--- config.mk ---
export PLATFORM = sky130hd
export DESIGN_NAME = mem_stage
export DESIGN_NICKNAME = d
export VERILOG_FILES = /design/src/rtl/mem_stage.sv
export SDC_FILE = /design/constraint.sdc
export NUM_CORES = 1
export LEC_CHECK = 0
export ABC_AREA = 1
export BUFFER_PORTS_ARGS = -buffer_cell sky130_fd_sc_hd__buf_2
export CORE_AREA = 2 2 162 164
export CTS_CLUSTER_DIAMETER = 50
export DETAILED_ROUTE_END_ITERATION = 7
export DIE_AREA = 0 0 164 166
export PLACE_DENSITY_LB_ADDON = 0.05
export SYNTH_ARGS = -nofsm -noshare
export SYNTH_HDL_FRONTEND = slang
export SYNTH_SLANG_ARGS = --single-unit
--- constraint.sdc ---
create_clock -name clk -period 4 [get_ports clk]
set_clock_uncertainty 0.2 [all_clocks]
set_input_delay 0.4 -clock clk [delete_from_list [all_inputs] [get_ports clk]]
set_output_delay 0.4 -clock clk [all_outputs]
set_load 0.02 [all_outputs]
--- src/rtl/mem_stage.sv ---
// mem_stage: memory-access stage of the RV64 pipeline.
// Issues one data-memory access at a time, formats store lanes and load data,
// and owns the MEM/WB register feeding writeback.
module mem_stage #(
  parameter int TIMEOUT_CYCLES = 255
) (
  input  logic        clk,
  input  logic        reset,
  input  logic        in_valid,
  input  logic [63:0] in_alu_result,
  input  logic [63:0] in_store_data,
  input  logic        in_mem_read,
  input  logic        in_mem_write,
  input  logic [2:0]  in_funct3,
  input  logic        in_reg_write,
  input  logic [4:0]  in_rd_addr,
  output logic        stall_out,
  output logic        dmem_req,
  input  logic        dmem_ready,
  output logic        dmem_we,
  output logic [63:0] dmem_addr,
  output logic [63:0] dmem_wdata,
  output logic [7:0]  dmem_wstrb,
  input  logic        dmem_rvalid,
  input  logic [63:0] dmem_rdata,
  output logic [63:0] mem_result,
  output logic        reg_write,
  output logic [4:0]  rd_addr,
  output logic        mem_fault,
  output logic        bus_error
);

  localparam int CW = $clog2(TIMEOUT_CYCLES + 1);
  localparam logic [CW-1:0] TIMER_LAST = CW'(TIMEOUT_CYCLES - 1);

  typedef enum logic [1:0] {
    IDLE,
    REQ,
    WAIT
  } state_t;

  state_t        state;
  logic [CW-1:0] timer;

  logic [2:0]  off;
  logic [1:0]  size;
  logic        mem_op;
  logic        is_load;
  logic        is_store;
  logic        illegal;
  logic        misaligned;
  logic        good_op;
  logic        fault_op;
  logic        expire;
  logic [63:0] shifted_rdata;
  logic [63:0] load_value;
  logic [7:0]  strobe;

  assign off      = in_alu_result[2:0];
  assign size     = in_funct3[1:0];
  assign mem_op   = in_valid & (in_mem_read | in_mem_write);
  assign is_load  = in_mem_read;
  assign is_store = in_mem_write & ~in_mem_read;
  assign illegal  = is_load ? (in_funct3 == 3'b111) : in_funct3[2];
  assign fault_op = mem_op & (illegal | misaligned);
  assign good_op  = mem_op & ~(illegal | misaligned);

  // The last cycle of the allowed REQ+WAIT window abandons the access.
  assign expire = (state != IDLE) && (timer == TIMER_LAST);

  // Natural alignment check: the offset must be a multiple of the access size.
  always_comb begin
    misaligned = 1'b0;
    case (size)
      2'd0:    misaligned = 1'b0;
      2'd1:    misaligned = off[0];
      2'd2:    misaligned = |off[1:0];
      default: misaligned = |off;
    endcase
  end

  // Byte strobes for the store lanes touched by this access.
  always_comb begin
    strobe = 8'h00;
    case (size)
      2'd0:    strobe = 8'h01 << off;
      2'd1:    strobe = 8'h03 << off;
      2'd2:    strobe = 8'h0F << off;
      default: strobe = 8'hFF;
    endcase
  end

  // Extract the addressed bytes from the read word and extend them.
  always_comb begin
    shifted_rdata = dmem_rdata >> {off, 3'b000};
    load_value    = shifted_rdata;
    case (in_funct3)
      3'b000:  load_value = {{56{shifted_rdata[7]}}, shifted_rdata[7:0]};
      3'b001:  load_value = {{48{shifted_rdata[15]}}, shifted_rdata[15:0]};
      3'b010:  load_value = {{32{shifted_rdata[31]}}, shifted_rdata[31:0]};
      3'b100:  load_value = {56'd0, shifted_rdata[7:0]};
      3'b101:  load_value = {48'd0, shifted_rdata[15:0]};
      3'b110:  load_value = {32'd0, shifted_rdata[31:0]};
      default: load_value = shifted_rdata;
    endcase
  end

  // Request fields are only driven while a request is active, so they stay
  // zero out of reset and are stable for the whole handshake.
  always_comb begin
    dmem_req   = (state == REQ);
    dmem_we    = 1'b0;
    dmem_addr  = 64'd0;
    dmem_wdata = 64'd0;
    dmem_wstrb = 8'h00;
    if (state == REQ) begin
      dmem_we   = is_store;
      dmem_addr = {in_alu_result[63:3], 3'b000};
      if (is_store) begin
        dmem_wdata = in_store_data << {off, 3'b000};
        dmem_wstrb = strobe;
      end
    end
  end

  // Hold upstream until the access completes; expiry cycles release it.
  always_comb begin
    stall_out = 1'b0;
    case (state)
      IDLE:    stall_out = good_op;
      REQ:     stall_out = ~(is_store & dmem_ready) & ~expire;
      WAIT:    stall_out = ~dmem_rvalid & ~expire;
      default: stall_out = 1'b0;
    endcase
  end

  // Access FSM, timeout counter and the MEM/WB register; a bubble is the default.
  always_ff @(posedge clk) begin
    if (reset) begin
      state      <= IDLE;
      timer      <= '0;
      mem_result <= 64'd0;
      reg_write  <= 1'b0;
      rd_addr    <= 5'd0;
      mem_fault  <= 1'b0;
      bus_error  <= 1'b0;
    end else begin
      mem_result <= 64'd0;
      reg_write  <= 1'b0;
      rd_addr    <= 5'd0;
      mem_fault  <= 1'b0;
      bus_error  <= 1'b0;
      case (state)
        IDLE: begin
          if (good_op) begin
            state <= REQ;
            timer <= '0;
          end else if (fault_op) begin
            mem_fault <= 1'b1;
          end else if (in_valid) begin
            mem_result <= in_alu_result;
            reg_write  <= in_reg_write;
            rd_addr    <= in_rd_addr;
          end
        end
        REQ: begin
          timer <= timer + 1'b1;
          if (is_store && dmem_ready) begin
            state <= IDLE;
          end else if (expire) begin
            bus_error <= 1'b1;
            state     <= IDLE;
          end else if (dmem_ready) begin
            state <= WAIT;
          end
        end
        WAIT: begin
          timer <= timer + 1'b1;
          if (dmem_rvalid) begin
            mem_result <= load_value;
            reg_write  <= in_reg_write;
            rd_addr    <= in_rd_addr;
            state      <= IDLE;
          end else if (expire) begin
            bus_error <= 1'b1;
            state     <= IDLE;
          end
        end
        default: state <= IDLE;
      endcase
    end
  end

endmodule

After elaboration in Yosys (flattened, before gate mapping)
Index checks and enable logic that the tools add are counted.
{"block": "classes", "n_eq_ne": 14, "muxes": 40, "n_reduce_logical": 13, "bitwise": 15, "shift": 5, "addsub": 1}
{"cell": "64-bit two-way mux", "n": 7}
{"cell": "64-bit case mux with 6 select lines", "n": 1}
{"cell": "64-bit case mux with 2 select lines", "n": 1}
{"cell": "64-bit by 6-bit left shift with 64-bit output", "n": 1}
{"cell": "64-bit by 6-bit right shift with 64-bit output", "n": 1}
{"cell": "8-bit two-way mux", "n": 3}
{"cell": "8-bit case mux with 3 select lines", "n": 1}
{"cell": "5-bit two-way mux", "n": 4}
{"cell": "8-bit case mux with 2 select lines", "n": 1}
{"cell": "3-bit == test (second input constant)", "n": 4}
{"cell": "2-bit two-way mux", "n": 6}
{"cell": "1-bit two-way mux", "n": 10}
{"cell": "5-bit case mux with 2 select lines", "n": 1}
{"cell": "8-bit by 1-bit adder with 8-bit output (second input constant)", "n": 1}
{"cell": "8-bit == test (second input constant)", "n": 1}
{"cell": "1-bit by 3-bit left shift with 8-bit output (first input constant)", "n": 1}
{"cell": "2-bit by 3-bit left shift with 8-bit output (first input constant)", "n": 1}
{"cell": "4-bit by 3-bit left shift with 8-bit output (first input constant)", "n": 1}
{"cell": "1-bit AND", "n": 7}
{"cell": "1-bit NOT", "n": 6}
{"cell": "1-bit case mux with 3 select lines", "n": 2}
{"cell": "2-bit case mux with 3 select lines", "n": 1}
{"cell": "3-bit OR reduction", "n": 2}
{"cell": "2-bit by 1-bit == test with 1-bit output (second input constant)", "n": 2}
{"cell": "15 further kinds", "n": 22}
{"block": "totals", "out_inout_bits": 211, "inputBits": 208, "register_bits": 82}

Logic depth before layout (Yosys ltp)
{"block": "depth", "ltp_word": 7, "ltp_mapped": 14}

Least setup slack after synthesis
OpenSTA, ideal clock, no wires.
{"block": "synth_timing", "path_type": "register to output", "from": "register state[1]", "to": "output dmem_wstrb[7]", "t_arrival_ns": 2.091, "path_slack_ns": 1.309, "stages_incl_launch_ff": 9, "n_path_buf": 2, "path_cell_list": "dfxtp_1 inv_1 ha_1 buf_2 nand2_1 inv_1 nand2_1 clkbuf_1 o21ai_0"}
{"block": "synth_between", "elab_chain_len": 2}
{"element": "start, declared", "line": "42", "source": "state_t state;"}
{"element": "start signal, assigned", "line": "140", "source": "state <= IDLE;"}
{"element": "start signal, assigned", "line": "156", "source": "state <= REQ;"}
{"element": "start signal, assigned", "line": "169", "source": "state <= IDLE;"}
{"element": "2-bit by 1-bit == test with 1-bit output"}
{"element": "named net dmem_req", "line": "18", "source": "output logic dmem_req,"}
{"element": "8-bit two-way mux", "line": "116", "source": "if (state == REQ) begin"}
{"element": "end, declared", "line": "23", "source": "output logic [7:0] dmem_wstrb,"}
The timed path passes the listed nets, and every way through them passes these cells.

Final worst setup path
{"block": "layout_timing", "from": "register state[1]", "to": "output dmem_wstrb[6]"}
{"block": "layout_between", "elab_chain_len": 2}
{"element": "2-bit by 1-bit == test with 1-bit output", "line": "116"}
{"element": "8-bit two-way mux", "line": "116"}
No other way between the ends.

==> run summary <==
RUN STATUS
------------------------------------------------------------------------------------------
Status ...................................................................... finished, final reports clean

CRITICAL PATH
------------------------------------------------------------------------------------------
Kind of end point of the critical path ......................................   output pin
Arrival time reported for the critical path endpoint ........................      2.54 ns
Required time at the endpoint of the critical path ..........................      3.40 ns
Startpoint type of the worst setup path .....................................    flip-flop
Worst setup path category ................................................... flip-flop to output pin
CP max FO ...................................................................           44

STA
------------------------------------------------------------------------------------------
Tightest slew margin relative to the limit ..................................        36.2%
Final number of setup-violating endpoints ...................................            0
RSZ-0062 raised after global routing ........................................        false
Fin. Hold Viols .............................................................            0
Final max-slew violation count ..............................................            0
Maximum clock rate ..........................................................    0.319 GHz
Min cycle time layout .......................................................      3.14 ns
Worst Hold Margin ...........................................................    0.0670 ns
Total Negative Setup Slacks .................................................         0 ns
Post-route clock period utilization .........................................        78.4%
Transition time at the pin with the least slew margin .......................     0.956 ns

LOGIC SYNTHESIS
------------------------------------------------------------------------------------------
Library cell occupying the most area in the post-synthesis netlist .......... sky130_fd_sc_hd__nand2_1
Simple-gate share of the synthesized area ...................................        37.5%
Main combinational cell family by area after synthesis ...................... simple AND/OR/NAND/NOR gates
Primary FF master, synth .................................................... sky130_fd_sc_hd__dfxtp_1
Number of unique standard cell types used by synthesis ......................           52
Post-synthesis sequential area ratio ........................................        20.5%
Synth top area share ........................................................        21.5%
Post-synthesis area per instance ............................................     5.91 um2
Adder-cell share of the synthesized area ....................................        1.87%
Fraction of registers with async set or reset after synthesis ...............           0%
Number of flip-flops and latches in the synthesized netlist .................           82
Share of synthesized area spent on multiplexers .............................        3.00%
Post-synthesis share of cell area spent on xor and xnor gates ...............       0.328%
Post-Syn Area ...............................................................     8020 um2
Number of flops mapped to enable cells by yosys .............................            0
YS warnings .................................................................            0
Compound-Gate Fraction of Synth Area ........................................        22.3%
Number of standard cells after synthesis ....................................         1356
Ranking of synthesized cells by area ........................................ sky130_fd_sc_hd__nand2_1, sky130_fd_sc_hd__dfxtp_1, sky130_fd_sc_hd__o21ai_0

FINISH
------------------------------------------------------------------------------------------
Layout fillers ..............................................................         2967
Final core utilization ......................................................        40.3%
Layout overhead on the synthesized area .....................................        28.7%
Proportion of layout cells with a drive suffix above 1 ......................        31.6%
Most frequent cells in the layout ........................................... sky130_fd_sc_hd__nand2_1, sky130_fd_sc_hd__buf_2, sky130_fd_sc_hd__inv_1, sky130_fd_sc_hd__o21ai_0, sky130_fd_sc_hd__nor2_1
Final Non-Filler Cells ......................................................         2044
Most common cell after layout, fill and taps aside .......................... sky130_fd_sc_hd__nand2_1
Layout net count ............................................................         1918
Total area of multi-input combinational cells ...............................     5220 um2
Area taken by flip-flops and latches ........................................     1640 um2

DRT
------------------------------------------------------------------------------------------
1st-pass router iterations ..................................................            6
Sum of routed wire length over all layers ...................................     35300 um
WL/cell .....................................................................      17.3 um
Number of nets with antenna violations after routing ........................            0
Total number of vias ........................................................         9936
Via-per-instance ratio ......................................................         4.86
DRC violation count after routing ...........................................            0
Iter 0 DRT Violations .......................................................          589

DIE
------------------------------------------------------------------------------------------
Width of the die ............................................................       164 um
Placeable core area .........................................................    25600 um2
Vertical die dimension ......................................................       166 um
Placement row count .........................................................           59
Initial Util ................................................................        31.3%
Number of top-level pins ....................................................          419
Full die area ...............................................................    27200 um2

GRT
------------------------------------------------------------------------------------------
Number of antenna violations at the first check in global routing ...........            9
Total Routing Usage GR ......................................................        24.9%
Via count of the first global-routing pass ..................................         9405
Maximum number of pins on one net before global-route repair ................          109
Total congestion overflow after global routing ..............................            0
Global-route wire length before repair ......................................     52400 um

PLACE
------------------------------------------------------------------------------------------
Placer congestion estimate ..................................................        0.938
Number of buffers added on ports ............................................          415
Number of placed cells counting well taps ...................................         2022
Post-DP HPWL ................................................................     28000 um

CTS
------------------------------------------------------------------------------------------
Clock edge transition at the registers on the reported setup and hold paths .      0.07 ns
TritonCTS clock tree ........................................................        built
Number of levels in the clock H-tree ........................................            3
Sinks on the clock net ......................................................           82
Max Root-Sink Buffers .......................................................            2
Cts-stage hold buffer count .................................................            0
Resize count post-CTS .......................................................            0
Clock root buffer master .................................................... sky130_fd_sc_hd__clkbuf_16
Setup repair bufs after CTS .................................................            0
Number of clock buffers inserted by TritonCTS ...............................            9
Insertion delay of the later-clocked pin in the worst-skew pair .............      0.34 ns

PWR
------------------------------------------------------------------------------------------
Worst supply voltage drop on vdd ............................................     0.180 mV
Cell leakage power ..........................................................   0.00572 uW
P per Cell Area .............................................................   274 nW/um2

HOLD PATH
------------------------------------------------------------------------------------------
Path category of the worst min-delay check .................................. primary input to flip-flop

RUN
------------------------------------------------------------------------------------------
Number of max-cap violations ................................................            0

## cell families after synthesis
logic type / after synthesis
mux: 24
fa+ha+maj: 12
simple gates: 688
xor+xnor: 3
compound gates: 307
other cells: 1
flops: 82
buf+inv: 239
## layout make-up
cell class / instances / area share (%)
Clock inverter: 6 / 0.631
Antenna cell: 7 / 0.170
Tap cell: 335 / 4.06
Inverter: 139 / 5.13
Multi-Input combinational cell: 1037 / 50.6
Timing Repair Buffer: 429 / 21.3
Clock buffer: 9 / 2.18
Sequential cell: 82 / 15.9
## worst max-delay path, stage by stage (launching register included)
cell and delay, ns:
sky130_fd_sc_hd__dfxtp_1 0.33, sky130_fd_sc_hd__inv_1 0.09, sky130_fd_sc_hd__ha_2 0.18, sky130_fd_sc_hd__nand2_1 0.15, sky130_fd_sc_hd__nor2_2 0.12, sky130_fd_sc_hd__buf_4 0.26
sky130_fd_sc_hd__inv_2 0.32, sky130_fd_sc_hd__o31ai_1 0.32, sky130_fd_sc_hd__o21ai_0 0.12, sky130_fd_sc_hd__o21ai_0 0.08, sky130_fd_sc_hd__buf_2 0.20
## cell usage after synthesis, types with 4 or more instances
master and count:
sky130_fd_sc_hd__buf_2 26, sky130_fd_sc_hd__mux2i_1 24, sky130_fd_sc_hd__o31ai_1 4, sky130_fd_sc_hd__nor2_1 87, sky130_fd_sc_hd__o211ai_1 7, sky130_fd_sc_hd__buf_4 8, sky130_fd_sc_hd__or2_0 4, sky130_fd_sc_hd__or2_1 7
sky130_fd_sc_hd__clkbuf_1 39, sky130_fd_sc_hd__buf_12 4, sky130_fd_sc_hd__nand3_1 69, sky130_fd_sc_hd__buf_6 13, sky130_fd_sc_hd__nand2_2 8, sky130_fd_sc_hd__o21ai_1 21, sky130_fd_sc_hd__buf_1 7, sky130_fd_sc_hd__inv_1 131
sky130_fd_sc_hd__dfxtp_1 82, sky130_fd_sc_hd__o21ai_0 125, sky130_fd_sc_hd__ha_1 12, sky130_fd_sc_hd__a21oi_1 82, sky130_fd_sc_hd__o2bb2ai_1 10, sky130_fd_sc_hd__nand3_2 29, sky130_fd_sc_hd__a22oi_1 7, sky130_fd_sc_hd__a21oi_2 29
sky130_fd_sc_hd__nand2_1 460, sky130_fd_sc_hd__o22ai_1 15, sky130_fd_sc_hd__or2_2 7
## stage by stage
step / total power [uW] / setup slack (ns) / area, um2
6_report: 2830 / 0.862 / 10300
5_1_grt: 3000 / 0.653 / 10300
4_1_cts: 2860 / 0.847 / 10300
3_5_place_dp: 1990 / 1.01 / 10000
3_3_place_gp: 2000 / 1.01 / 10000
2_1_floorplan: 1630 / 1.31 / 8030
## per-layer routing
| layer | vias up | track usage [%] | wire length [um] |
|---|---|---|---|
| li1 | 5029 | - | - |
| met1 | 4486 | 29.8 | 14600 |
| met2 | 358 | 43.9 | 17200 |
| met3 | 59 | 4.97 | 2350 |
| met4 | 4 | 8.47 | 1090 |
| met5 | - | 0 | 23 |
## final timing paths
kind	end	startpoint	depth (start not counted)	slack, ns
hold / removal	rd_addr[1]	in_rd_addr[1]	3	0.07
setup / recovery	dmem_wstrb[6]	state[1]	10	0.86
setup reg to reg	mem_result[51]	state[0]	7	1.48
hold reg to reg	timer[7]	timer[7]	2	0.28
## report_power, final
group	internal, uW	leakage [uW]	switching (uW)
logic	345	0.00491	748
clock network	483	0.000142	373
registers	862	0.000664	17.9
total	1690	0.00572	1140
## flip-flops by register name, indices dropped and copies added, names as in the netlist
name	count
bus_error	1
mem_fault	1
mem_result	64
rd_addr	5
reg_write	1
state	2
timer	8
(Power assumes the default switching activity.)
